**config.mk**
```make
export PLATFORM = sky130hd
export DESIGN_NAME = verin_sample_logger
export DESIGN_NICKNAME = d
export VERILOG_FILES = /design/src/rtl/verin_sample_logger.sv
export SDC_FILE = /design/constraint.sdc
export NUM_CORES = 1
export LEC_CHECK = 0
export CORE_UTILIZATION = 44
export DETAILED_ROUTE_END_ITERATION = 7
export PLACE_DENSITY = 0.92
export SLEW_MARGIN = 30
export SYNTH_ARGS = -nofsm -noshare
export SYNTH_HDL_FRONTEND = slang
export SYNTH_SLANG_ARGS = --single-unit
export TNS_END_PERCENT = 20
```
**constraint.sdc**
```tcl
create_clock -name clk -period 1.92 [get_ports clk]
set_clock_uncertainty 0.05 [all_clocks]
set_input_delay 0.48 -clock clk [delete_from_list [all_inputs] [get_ports clk]]
set_output_delay 0.48 -clock clk [all_outputs]
set_load 0.01 [all_outputs]
```
**src/rtl/verin_sample_logger.sv**
```systemverilog
// Avalon-MM initiator that logs verin samples into on-chip RAM as a circular buffer and serves
// single-word readbacks. Define VERIN_LOGGER_SEQ_EN to stamp an 8-bit sequence into bits 31:24.
module verin_sample_logger #(
  parameter int unsigned ADDR_W       = 13,
  parameter int unsigned DEPTH        = 5000,
  parameter int unsigned READ_LATENCY = 1
) (
  input  logic              clk,
  input  logic              reset_n,
  input  logic [31:0]       sample_data,
  input  logic              sample_valid,
  output logic              sample_ready,
  input  logic              rd_req,
  input  logic [ADDR_W-1:0] rd_index,
  output logic              rd_ready,
  output logic [31:0]       rd_data,
  output logic              rd_valid,
  output logic              rd_err,
  input  logic              clear,
  output logic [ADDR_W-1:0] wr_ptr,
  output logic [ADDR_W-1:0] count,
  output logic              overflow,
  output logic [ADDR_W-1:0] avm_address,
  output logic [3:0]        avm_byteenable,
  output logic              avm_chipselect,
  output logic              avm_write,
  output logic [31:0]       avm_writedata,
  input  logic [31:0]       avm_readdata,
  input  logic              avm_waitrequest
);

  localparam logic [ADDR_W-1:0] LP_LAST  = ADDR_W'(DEPTH - 1);
  localparam logic [ADDR_W-1:0] LP_FULL  = ADDR_W'(DEPTH);
  localparam logic [ADDR_W:0]   LP_LIMIT = (ADDR_W + 1)'(DEPTH);
  localparam logic [1:0]        LP_LAT   = 2'(READ_LATENCY - 1);

  typedef enum logic [1:0] {StIdle, StWrite, StRead, StReadWait} state_e;

  state_e            r_state;
  state_e            w_next_state;
  logic              r_idle_rdy;
  logic [31:0]       r_sample;
  logic [ADDR_W-1:0] r_index;
  logic [ADDR_W-1:0] r_wr_ptr;
  logic [ADDR_W-1:0] r_count;
  logic              r_overflow;
  logic [31:0]       r_rd_data;
  logic              r_rd_valid;
  logic              r_rd_err;
  logic [1:0]        r_lat_cnt;
  logic [31:0]       w_wdata;
`ifdef VERIN_LOGGER_SEQ_EN
  logic [7:0]        r_seq;
`endif

  logic w_clear_go;
  logic w_sample_go;
  logic w_rd_go;
  logic w_rd_oob;
  logic w_wr_done;
  logic w_rd_acc;

  // Readies come from a registered idle flag; the clear/valid gating keeps the IDLE priority
  // consistent with the valid&ready handshake.
  assign sample_ready = r_idle_rdy & ~clear;
  assign rd_ready     = r_idle_rdy & ~clear & ~sample_valid;

  assign w_clear_go  = (r_state == StIdle) & clear;
  assign w_sample_go = sample_valid & sample_ready;
  assign w_rd_go     = rd_req & rd_ready;
  assign w_rd_oob    = {1'b0, rd_index} >= LP_LIMIT;
  assign w_wr_done   = (r_state == StWrite) & ~avm_waitrequest;
  assign w_rd_acc    = (r_state == StRead) & ~avm_waitrequest;

`ifdef VERIN_LOGGER_SEQ_EN
  assign w_wdata = {r_seq, r_sample[23:0]};
`else
  assign w_wdata = r_sample;
`endif

  assign wr_ptr   = r_wr_ptr;
  assign count    = r_count;
  assign overflow = r_overflow;
  assign rd_data  = r_rd_data;
  assign rd_valid = r_rd_valid;
  assign rd_err   = r_rd_err;

  always_ff @(posedge clk) begin
    if (!reset_n) begin
      r_state    <= StIdle;
      r_idle_rdy <= 1'b1;
    end else begin
      r_state    <= w_next_state;
      r_idle_rdy <= (w_next_state == StIdle);
    end
  end

  always_comb begin
    w_next_state = r_state;
    case (r_state)
      StIdle: begin
        if (w_sample_go) begin
          w_next_state = StWrite;
        end else if (w_rd_go && !w_rd_oob) begin
          w_next_state = StRead;
        end
      end
      StWrite:    if (!avm_waitrequest) w_next_state = StIdle;
      StRead:     if (!avm_waitrequest) w_next_state = StReadWait;
      StReadWait: if (r_lat_cnt == 2'd0) w_next_state = StIdle;
      default:    w_next_state = StIdle;
    endcase
  end

  always_comb begin
    avm_chipselect = 1'b0;
    avm_write      = 1'b0;
    avm_address    = '0;
    avm_writedata  = '0;
    case (r_state)
      StWrite: begin
        avm_chipselect = 1'b1;
        avm_write      = 1'b1;
        avm_address    = r_wr_ptr;
        avm_writedata  = w_wdata;
      end
      StRead: begin
        avm_chipselect = 1'b1;
        avm_address    = r_index;
      end
      default: ;
    endcase
    avm_byteenable = avm_chipselect ? 4'hF : 4'h0;
  end

  always_ff @(posedge clk) begin
    if (!reset_n) begin
      r_sample   <= '0;
      r_index    <= '0;
      r_wr_ptr   <= '0;
      r_count    <= '0;
      r_overflow <= 1'b0;
      r_rd_data  <= '0;
      r_rd_valid <= 1'b0;
      r_rd_err   <= 1'b0;
      r_lat_cnt  <= '0;
`ifdef VERIN_LOGGER_SEQ_EN
      r_seq      <= '0;
`endif
    end else begin
      r_rd_valid <= 1'b0;
      r_rd_err   <= 1'b0;
      if (w_clear_go) begin
        r_wr_ptr   <= '0;
        r_count    <= '0;
        r_overflow <= 1'b0;
`ifdef VERIN_LOGGER_SEQ_EN
        r_seq      <= '0;
`endif
      end
      if (w_sample_go) r_sample <= sample_data;
      if (w_rd_go) begin
        if (w_rd_oob) r_rd_err <= 1'b1;
        else          r_index  <= rd_index;
      end
      if (w_wr_done) begin
        r_wr_ptr <= (r_wr_ptr == LP_LAST) ? '0 : r_wr_ptr + 1'b1;
        // A full log keeps its count; the oldest entry is being overwritten.
        if (r_count == LP_FULL) r_overflow <= 1'b1;
        else                    r_count    <= r_count + 1'b1;
`ifdef VERIN_LOGGER_SEQ_EN
        r_seq <= r_seq + 8'd1;
`endif
      end
      if (w_rd_acc) begin
        r_lat_cnt <= LP_LAT;
      end else if (r_state == StReadWait) begin
        if (r_lat_cnt == 2'd0) begin
          r_rd_data  <= avm_readdata;
          r_rd_valid <= 1'b1;
        end else begin
          r_lat_cnt <= r_lat_cnt - 2'd1;
        end
      end
    end
  end

endmodule
```
---- Yosys cells after proc, flatten, opt, wreduce, memory -nomap -nowiden ----
Index checks and enable logic that the tools add are counted.
storage, ports and cells
  word-level logic and storage cells ...... 70
  input bits .............................. 83
  register bits after elaboration ......... 111
operators by class
  reduce and logical (&&, ||, !) cells .... 13
  bitwise logic cells ..................... 15
  $add $sub $neg .......................... 3
  equal/unequal tests ..................... 5
  order comparisons ....................... 1
  muxes and demuxes ....................... 22
operators by type and width
  operator                                                            number
  13-bit two-way mux                                                  6
  32-bit two-way mux                                                  1
  13-bit by 1-bit adder with 13-bit output, second input constant     2
  13-bit == test, second input constant                               2
  13-bit case mux with 2 select lines                                 1
  13-bit greater-or-equal comparator, second input constant           1
  2-bit two-way mux                                                   5
  1-bit inverter                                                      8
  2-bit case mux with 4 select lines                                  1
  1-bit bitwise AND                                                   7
  1-bit two-way mux                                                   7
  2-bit zero test                                                     3
  2-bit AND reduction                                                 3
  2-bit == test, second input constant                                2
  4-bit two-way mux                                                   1
  2-bit OR reduction                                                  2
  3-bit AND reduction                                                 1
  3-bit OR reduction                                                  1
  2-bit by 1-bit == test with 1-bit output, second input constant     1
  2-bit nonzero test                                                  1
  2-bit by 1-bit subtractor with 2-bit output, second input constant  1
  1-bit logical AND                                                   1
  1-bit zero test                                                     1

---- Logic depth before layout (Yosys ltp) ----
  word-level depth ........................ 9
  mapped depth ............................ 8
  mapped depth without buffers ............ 7

---- Worst setup path before layout ----
OpenSTA, ideal clock, no wires.
  path type ............................... register to output
  from .................................... register r_state[1]
  to ...................................... output avm_address[10]
  path slack .............................. -0.124 ns
  required time ........................... 1.390 ns
  stages on the path, launching flop included .. 7
  arrival time ............................ 1.514 ns
  path through ............................ dfxtp_1 inv_1 ha_1 clkbuf_1 clkbuf_1 a22oi_1 nor2b_1
between the ends
  word-level cells in the longest chain between the ends .. 2
  elaborated cells on any way between the ends .. 3
  those cells by class .................... eq/ne: 2; mux: 1
ends and longest elaborated chain
  what                                                                       RTL line  source
  start, declared                                                            39        state_e r_state;
  start signal, assigned                                                     90        r_state <= StIdle;
  start signal, assigned                                                     93        r_state <= w_next_state;
  2-bit == test or 2-bit by 1-bit == test with 1-bit output (tied branches)  120       case (r_state)
  13-bit case mux with 2 select lines *                                      120
  end, declared                                                              23        output logic [ADDR_W-1:0] avm_address,
Every way passes the cells marked *; elsewhere a longest branch is shown, timed or not.

---- Final worst setup path ----
Same ends and word-level chain as after synthesis.

==> impl_metrics.toml <==
[run_status]
outcome = "complete, but fails checks"
violations = "negative setup slack"

[detailed_routing]
vias = 5166
drtPass1Iterations = 5
viasPerCell = 5.20
wl_per_cell_um = 15.2
drt_iter0_drc = 300
route.detailed.drc = 0
ant_nets = 0
wirelength_mm = 15.1

[global_routing]
grt_start_max_net_pins = 48
grt_usage = 0.250
first_global_vias = 4787
grt_pass1_wl_mm = 23.0
antenna_found_initial = 0
overflow = 0

[sta]
fin_ws_ns = -0.191
rsz0062_at_grt = "yes"
post-route-period-util = 1.10
finalSetupViolCount = 48
finalSetupTns_ns = -5.21
hold_violations = 0
drv_slew = 0
max_freq_mhz = 474
worst_slew_pin_slew_ns = 0.499
min_period_ns = 2.11
relSlewSlack = 0.667

[cts]
cts.sinks = 111
holdBufCountCts = 0
cts_buffers = 9
clkTransAtPathRegs_ns = 0.10
cts-root-buf = "clkbuf_8"
h-tree-depth = 3
cts_buffer_depth = 2
cts_tree = "yes"
clock_latency_ns = 0.36

[worst_setup_path]
start_kind = "flip-flop"
reg2regPathDepth = 11
crit_family = "buffers and inverters"
path_cells = "inv_4, ha_4, buf_12, buf_12, a22oi_2, nor2b_1, buf_2"
slowest_stage = "dfxtp_2"
cp.required_ns = 1.39
crit_path_end_kind = "output pin"
crit_cells = 7
critical-path-max-stage-delay_ns = 0.36
crit_arrival_ns = 1.58
crit_fanout = 8
timing.critical_path.mode_cell = "buf_12"
criticalPathCategory = "flip-flop to output pin"
crit_buf_inv = 4

[synthesis]
ys_async_sr_fraction = 0
syn-instance-count = 615
synth_top_family_by_area = "simple AND/OR/NAND/NOR gates"
ys.flop_type = "dfxtp_1"
synth-xor-area-share = 0.0213
synth_edf_count = 0
synth_area_mm2 = 0.00493
netlist_top_cells_area = "dfxtp_1 45%, nand2_1 12%, a21oi_1 7.2%, and2_1 4.3%, nor2_1 3.1%"
synthMuxAreaShare = 0.0264
netlist.area_leader.share = 0.450
yosys.cell_types.count = 50
synthSimpleGateAreaFrac = 0.288
synth_compound_area_frac = 0.142
ys_seq_elements = 111
synth_top_cell_by_area = "dfxtp_1"
synth_area_per_cell_um2 = 8.02
synth_adder_area_share = 0.0228
syn_nets = 707
yosysWarningCount = 0
ys_seq_area_frac = 0.450

[power]
switchingPower_mw = 1.43
p_leak_nw = 3.08
share_comb_of_total_power = 0.244
p_clk_frac = 0.283
power.total_mw = 5.13
netSwitchingFraction = 0.279
p_per_area_mw_per_mm2 = 655
pwr-share-seq = 0.473
ir_worst_vdd_mv = 0.411
p_int_mw = 3.70

[finish]
layout_commonest_cell = "nand2_1"
layout.nets = 942
mostFrequentLayoutCells = "153 x nand2_1, 130 x clkdlybuf4s50_1, 89 x dfxtp_1"
drive_above_1_share = 0.246
num_antenna_cells = 0
area_delta_synth_final_pct = 58.7

[place]
place.gp.congestion = 0.847
pre_cts_ws_ns = -0.424
port_buffers = 196
post-dp-hpwl_mm = 10.3

[die]
die_x_um = 108
dieHeight_um = 108
die_area_mm2 = 0.0116
core_mm2 = 0.0109
initial_core_util = 0.453
io_pins = 197
rows = 38

[flow_run]
drv_cap = 0

[hold_path]
min_path_cells = 2
worstHoldPathType = "flip-flop to flip-flop"
[registers in the layout, indices dropped and copies added, names as in the netlist]
register / count
rd_err: 1
rd_data: 32
r_state: 2
count: 13
rd_valid: 1
wr_ptr: 13
r_sample: 32
overflow: 1
r_idle_rdy: 1
r_lat_cnt: 2
r_index: 13
[worst register-to-register path, cell delays in order, from the launching register on]
cell      delay [ns]
dfxtp_2         0.35
inv_4           0.08
ha_4            0.15
buf_4           0.13
buf_16          0.13
buf_4           0.13
and2b_1         0.18
buf_4           0.15
o311ai_4        0.14
nor3_1          0.20
nor2_1          0.06
a31oi_1         0.14
[synthesized netlist by cell type, drive strengths merged, types with 2 or more instances]
cell and number:
a211oi 2, a21oi 71, a22oi 14, a31oi 7, a41o 2, and2 35, and3 5, buf 8
clkbuf 34, dfxtp 111, ha 9, inv 9, mux2i 13, nand2 154, nand2b 3, nand3 15
nand4 11, nor2 42, nor2b 16, nor3 8, nor4b 2, o21ai 14, o311ai 2, or2 2
or4b 2, xnor2 3, xor2 9
[per-layer routing]
| metal | vias up | wire, µm | track usage |
|---|---|---|---|
| met5 | - | 0 | 0 |
| met4 | 0 | 238 | 0.0910 |
| met3 | 21 | 975 | 0.0545 |
| met2 | 190 | 7390 | 0.424 |
| met1 | 2432 | 6540 | 0.312 |
| li1 | 2523 | - | - |
[timing repair]
item / CTS / global route
pin swaps: 10 / 16
hold endpoints to repair: 0 / 0
gates cloned: 2 / 2
endpoints found under the setup margin: 115 / 114
resized for setup: 274 / 34
buffers inserted: 5 / 4
[final cells by class]
class / instances / area (µm²)
clock buffers: 10 / 138
clock inverters: 5 / 65.1
fillers: 818 / 3060
inverters: 9 / 38.8
multi-input cells: 454 / 2670
flip-flops and latches: 111 / 2260
well taps: 140 / 175
repair buffers: 265 / 2480
[cells by family (layout without fill, tap and decap cells)]
group,count (synthesis),count (layout)
AO/OA/AOI/OAI,118,118
XOR/XNOR,12,12
adder cells (fa/ha/maj),9,9
buffers and inverters,51,289
flip-flops,111,111
multiplexers,13,13
AND/OR/NAND/NOR,301,302
[through the flow]
step	instances	hold slack (ns)	cell area [µm²]	util
floorplan	615	0.382	4940	-
global placement	966	0.387	7410	0.680
detailed placement	966	0.392	7410	0.681
CTS	988	0.407	7670	0.704
global route	994	0.427	7830	0.719
finish	994	0.404	7830	0.719
[power groups by stage]
stage | registers (mW) | clock network (mW) | logic, mW
after floorplan | 2.47 | 0 | 0.488
after global placement | 2.47 | 0 | 1.06
after detailed placement | 2.47 | 0 | 1.08
after CTS | 2.43 | 1.48 | 1.17
after global routing | 2.44 | 1.57 | 1.34
final | 2.43 | 1.45 | 1.25
[final timing paths]
check / startpoint / end / slack [ns]
hold / removal: r_sample[26] / r_sample[26] / 0.40
hold reg to reg: r_sample[26] / r_sample[26] / 0.40
setup / recovery: r_state[1] / avm_address[10] / -0.19
setup reg to reg: r_state[1] / wr_ptr[10] / -0.06
No activity file was read; power rests on OpenSTA's default activity.
